<file path="config.mk">
export PLATFORM = sky130hd
export DESIGN_NAME = icache_direct
export DESIGN_NICKNAME = d
export VERILOG_FILES = /design/src/rtl/icache_direct.sv
export SDC_FILE = /design/constraint.sdc
export NUM_CORES = 2
export LEC_CHECK = 0
export BUFFER_PORTS_ARGS = -buffer_cell sky130_fd_sc_hd__buf_2
export CAP_MARGIN = 25
export CORE_AREA = 2 2 576 578
export DETAILED_ROUTE_END_ITERATION = 16
export DIE_AREA = 0 0 578 580
export GPL_TIMING_DRIVEN = 0
export SETUP_SLACK_MARGIN = 0.15
export SYNTH_ARGS = -nofsm -noshare
export SYNTH_HDL_FRONTEND = slang
export SYNTH_SLANG_ARGS = --single-unit
</file>
<file path="constraint.sdc">
create_clock -name clk -period 9.65 [get_ports clk]
set_input_delay 2.4125 -clock clk [delete_from_list [all_inputs] [get_ports clk]]
set_output_delay 2.4125 -clock clk [all_outputs]
set_load 0.05 [all_outputs]
</file>
<file path="src/rtl/icache_direct.sv">
// Direct-mapped read-only instruction cache, one 32-bit word per line.
// Optional hit/miss counters are enabled with `define ICACHE_PERF_EN.
module icache_direct #(
  parameter int INDEX_WIDTH = 6,
  parameter int TAG_WIDTH   = 30 - INDEX_WIDTH
) (
  input  logic        clk,
  input  logic        rst,
  input  logic        rdy,
  input  logic        fetch_valid,
  input  logic [31:0] fetch_addr,
  output logic        ic_ready,
  input  logic        flush,
  output logic        ins_valid,
  output logic [31:0] ins_out,
  output logic [31:0] ins_out_addr,
  output logic        ic_flag,
  output logic [31:0] ins_addr,
  input  logic        ic_enable,
  input  logic [31:0] ins,
  input  logic        ins_rdy
`ifdef ICACHE_PERF_EN
  ,
  output logic [31:0] hit_cnt,
  output logic [31:0] miss_cnt
`endif
);

  localparam int LINES = 1 << INDEX_WIDTH;

  localparam logic [1:0] S_IDLE = 2'd0;
  localparam logic [1:0] S_REQ  = 2'd1;
  localparam logic [1:0] S_WAIT = 2'd2;

  logic [1:0]             state;
  logic                   kill;
  logic [LINES-1:0]       valid;
  logic [TAG_WIDTH-1:0]   tag_mem  [LINES];
  logic [31:0]            data_mem [LINES];

  logic [INDEX_WIDTH-1:0] f_idx;
  logic [INDEX_WIDTH-1:0] m_idx;
  logic [TAG_WIDTH-1:0]   f_tag;
  logic [TAG_WIDTH-1:0]   m_tag;
  logic                   hit;
  logic                   fill;

  always_comb begin
    f_idx = fetch_addr[INDEX_WIDTH+1:2];
    f_tag = fetch_addr[31:INDEX_WIDTH+2];
    m_idx = ins_addr[INDEX_WIDTH+1:2];
    m_tag = ins_addr[31:INDEX_WIDTH+2];
    hit   = valid[f_idx] && (tag_mem[f_idx] == f_tag);
    fill  = rdy && (state == S_WAIT) && ins_rdy;
  end

  assign ic_ready = (state == S_IDLE);

  always_ff @(posedge clk or negedge rst) begin
    if (!rst) begin
      state        <= S_IDLE;
      kill         <= 1'b0;
      valid        <= '0;
      ins_valid    <= 1'b0;
      ins_out      <= '0;
      ins_out_addr <= '0;
      ic_flag      <= 1'b0;
      ins_addr     <= '0;
    end else if (rdy) begin
      ins_valid <= 1'b0;
      ic_flag   <= 1'b0;
      case (state)
        S_IDLE: begin
          if (fetch_valid && !flush) begin
            if (hit) begin
              ins_out      <= data_mem[f_idx];
              ins_out_addr <= fetch_addr;
              ins_valid    <= 1'b1;
            end else begin
              ins_addr <= fetch_addr;
              kill     <= 1'b0;
              state    <= S_REQ;
            end
          end
        end
        S_REQ: begin
          // A flush here still issues the request so the controller sees a full handshake.
          if (flush) kill <= 1'b1;
          if (ic_enable) begin
            ic_flag <= 1'b1;
            state   <= S_WAIT;
          end
        end
        S_WAIT: begin
          if (flush) kill <= 1'b1;
          if (ins_rdy) begin
            valid[m_idx] <= 1'b1;
            if (!kill && !flush) begin
              ins_out      <= ins;
              ins_out_addr <= ins_addr;
              ins_valid    <= 1'b1;
            end
            state <= S_IDLE;
          end
        end
        default: state <= S_IDLE;
      endcase
    end
  end

  // Tag/data need no reset: the valid bits gate every lookup.
  always_ff @(posedge clk) begin
    if (fill) begin
      tag_mem[m_idx]  <= m_tag;
      data_mem[m_idx] <= ins;
    end
  end

`ifdef ICACHE_PERF_EN
  always_ff @(posedge clk or negedge rst) begin
    if (!rst) begin
      hit_cnt  <= '0;
      miss_cnt <= '0;
    end else if (rdy && (state == S_IDLE) && fetch_valid && !flush) begin
      if (hit) hit_cnt  <= hit_cnt + 32'd1;
      else     miss_cnt <= miss_cnt + 32'd1;
    end
  end
`endif

endmodule

</file>
==> impl_summary.txt <==
----------------------------------------------------
[Status]
  Run status ... finished clean

[Worst setup path]
  Most frequent CP cell ... buf_2
  Worst Setup End Kind ... flip-flop
  Launching instance or port of the critical path ... fetch_addr[4]
  Cell class contributing the biggest share of worst-path delay ... buffers and inverters
  Critical path fanouts, max ... 10
  Slowest cell on the critical path ... buf_1
  Number of buffers and inverters on the critical path ... 11
  Cell Chain, Critical Path ... buf_2 > buf_2 > buf_2 > buf_2 > buf_2 > buf_2 > buf_2 > buf_2 > buf_1 > clkbuf_2 > clkbuf_1 > mux4_2 > mux2i_1 > a31oi_1 > mux2_2
  Register-to-Register Path Depth ... 12
  Worst Setup Path Type ... in -> reg
  Largest stage delay on the critical path ... 800 ps
  Critical Path Source Type ... primary input
  Required time at the endpoint of the critical path ... 10,420 ps
  Logic depth of the worst path, buffers included ... 15
  Start of the worst register-to-register path ... tag_mem[58][16]$_DFFE_PP_
  Data arrival time of the critical path ... 10,330 ps

[Detailed routing]
  Drc violations ... 0
  Count of TritonRoute iterations in the first routing pass ... 8
  Routed vias/inst ... 6.51
  Number of DRC violations after detailed-routing iteration 0 ... 13,400
  Routed length per placed instance ... 42.1 um
  Aggregate routed wire length ... 504,000 um
  Routed vias ... 77,900
  Antenna viol nets, final ... 0

[GRT]
  First-pass GRT wire length ... 669,000 um
  Largest net degree at the start of global routing ... 92
  Number of antenna violations at the first check in global routing ... 40
  Global router's overall resource usage ... 29.8%
  Aggregate global routing overflow ... 0
  Number of global-route vias before repair ... 75,100

[Yosys]
  Post-synthesis net count ... 6,454
  Portion of the post-synthesis area used by sequential elements ... 77.5%
  Synth cell types ... 78
  Total number of yosys warnings ... 0
  Most frequent cell after synthesis ... edfxtp_1
  Top flip-flop cell by instance count after synthesis ... edfxtp_1
  Synth area leader ... edfxtp_1
  Cells after synthesis ... 6,379
  Synth top cells by count ... edfxtp_1 (3,584), mux4_2 (931), mux2i_1 (293)
  Number of synthesized flops with an enable pin ... 3,584
  Top cells by area, synth ... edfxtp_1 (75%), mux4_2 (15%), dfrtp_1 (2.9%)
  Share of the synthesized area in the top cell type ... 74.6%
  Mean instance size in the synthesized netlist ... 22.6 sq um
  Synth Register Bits ... 3,749
  Share of synthesized flip-flops with an asynchronous set or reset ... 4.40%
  Cell area after technology mapping ... 144,000 sq um

[Clock tree]
  Clock sink count ... 3,749
  Clock tree from TritonCTS ... done
  Source-to-sink clock delay at the later pin of the worst-skew pair ... 930 ps
  Htree depth ... 5
  Resized Gates After CTS ... 0
  CTS Hold Buffers Added ... 0
  Cell chosen for the clock root ... clkbuf_16
  Number of buffers added by the clock tree synthesis step ... 376
  Clock slew seen by the registers of the worst setup and hold paths ... 60 ps
  CTS max path bufs ... 4
  Number of buffers added for setup after CTS ... 0

[Run]
  Max-cap violation count ... 0

[Finish]
  Area grow syn2layout ... 18.2%
  Nets@finish ... 7,376
  Summed area of non-filler cells in the final layout ... 170,000 sq um
  Number of non-filler instances in the completed layout ... 12,000
  Fraction of layout cells with a size suffix above 1 ... 31.7%
  Filler cell count ... 25,200

[Placed design]
  Final estimated routing congestion in global placement ... 0.878
  Worst-case setup slack after placement ... -570 ps
  Area of placed instances ... 158,000 sq um
  Port buffer count ... 167
  # placed instances ... 11,300
  HPWL after detailed placement ... 345,000 um

[Power]
  Maximum ir drop on the vdd rail ... 0.217 mV
  Leakage power of the design ... 55.1 nW
  Total power consumption of the routed design ... 38.7 mW
  Cell Pwr Density ... 227 nW/um^2

[Timing]
  Sum of negative setup slack ... 0 ps
  Max_slew headroom ... 20.4%
  Total count of hold-check failures in the final report ... 0
  Worst Skew ... 61.8 ps
  Setup violations, final ... 0
  Post-layout worst setup margin ... 98.4 ps
  Max Clock Freq ... 105 MHz
  Final critical-path share of the clock period ... 99.0%
  Total count of max-transition violations in the final report ... 0
  Unrepaired setup endpoints after global routing ... false
  Final min period ... 9550 ps
  Transition time at the pin with the least slew margin ... 1190 ps

[Floorplanning]
  Area of the die ... 335,000 sq um
  Standard-cell row count ... 211
  Width of the die ... 578 um
  Initial Util ... 43.8%
  Number of top-level pins ... 170
  Die boundary height ... 580 um
  Placeable core region ... 329,000 sq um

[Min path]
  Hold Crit Start ... valid[60]$_DFFE_PN0P_
  Type of the worst min-delay path ... reg -> reg
  Cell count of the worst hold path ... 1

----------------------------------------------------
cell type report:
| type | instances | area (sq um) | area share (%) |
|---|---|---|---|
| inverter | 14 | 52.6 | 0.0308 |
| clock inverter | 163 | 1550 | 0.909 |
| sequential | 3749 | 112000 | 65.6 |
| clock buffer | 503 | 10300 | 6.03 |
| buffer | 345 | 1700 | 0.997 |
| multi-input combinational | 2271 | 31200 | 18.3 |
| tap | 4366 | 5460 | 3.20 |
| antenna | 20 | 50.0 | 0.0294 |
| timing repair buffer | 544 | 8420 | 4.94 |
cell families after synthesis:
group	count (synthesis)	synth area share (%)
buffers and inverters	359	1.20
flip-flops	3749	77.5
XOR/XNOR	27	0.164
multiplexers	1356	17.6
AO/OA/AOI/OAI	353	1.73
AND/OR/NAND/NOR	531	1.77
adder cells (fa/ha/maj)	4	0.0347
placed cells by master, fill, tap and decap left out, drive strengths merged, types with 23 or more instances in the layout:
master and n:
a21oi 24, a221oi 24, a22oi 92, a31oi 46, buf 722, bufinv 28, clkbuf 670, clkinv 123
dfrtp 165, edfxtp 3584, inv 23, mux2 132, mux2i 293, mux4 931, nand2 110, nand3 63
nor2 183, o21ai 35, o22ai 62, or2 67
worst paths after layout:
check | endpoint | slack, ps
max reg2reg | ins_addr[24]$_DFFE_PN0P_ | 3800
min | valid[60]$_DFFE_PN0P_ | 470
min reg2reg | valid[60]$_DFFE_PN0P_ | 470
max | ins_out[16]$_DFFE_PN0P_ | 100
max in group asynchronous | ins_out[14]$_DFFE_PN0P_ | 7050
min in group asynchronous | ins_addr[26]$_DFFE_PN0P_ | 1460
per-layer routing:
metal,global-route usage [%],vias up,wire [um]
li1,-,28900,-
met2,47.1,5823,237000
met1,38.9,41800,177000
met3,6.43,1375,57100
met5,0,-,121
met4,15.9,18,32400
flip-flops by register name, summed over array words and instances (netlist names):
name          count
data_mem       2048
tag_mem        1536
valid            64
ins_addr         32
ins_out          32
ins_out_addr     32
state             2
ic_flag           1
ins_valid         1
kill              1
per-stage QoR:
step                      hold slack (ps)  util [%]
after global placement                445      45.7
after floorplan                       434         -
after detailed placement              449      48.0
after CTS                             465      51.6
after global routing                  468      51.8
final                                 465      51.8
power by group:
part	switching [mW]	internal, mW	total (mW)
sequential	0.466	19.1	19.6
combinational	3.38	1.38	4.76
clock	6.17	8.20	14.4
(Power assumes the default switching activity.)
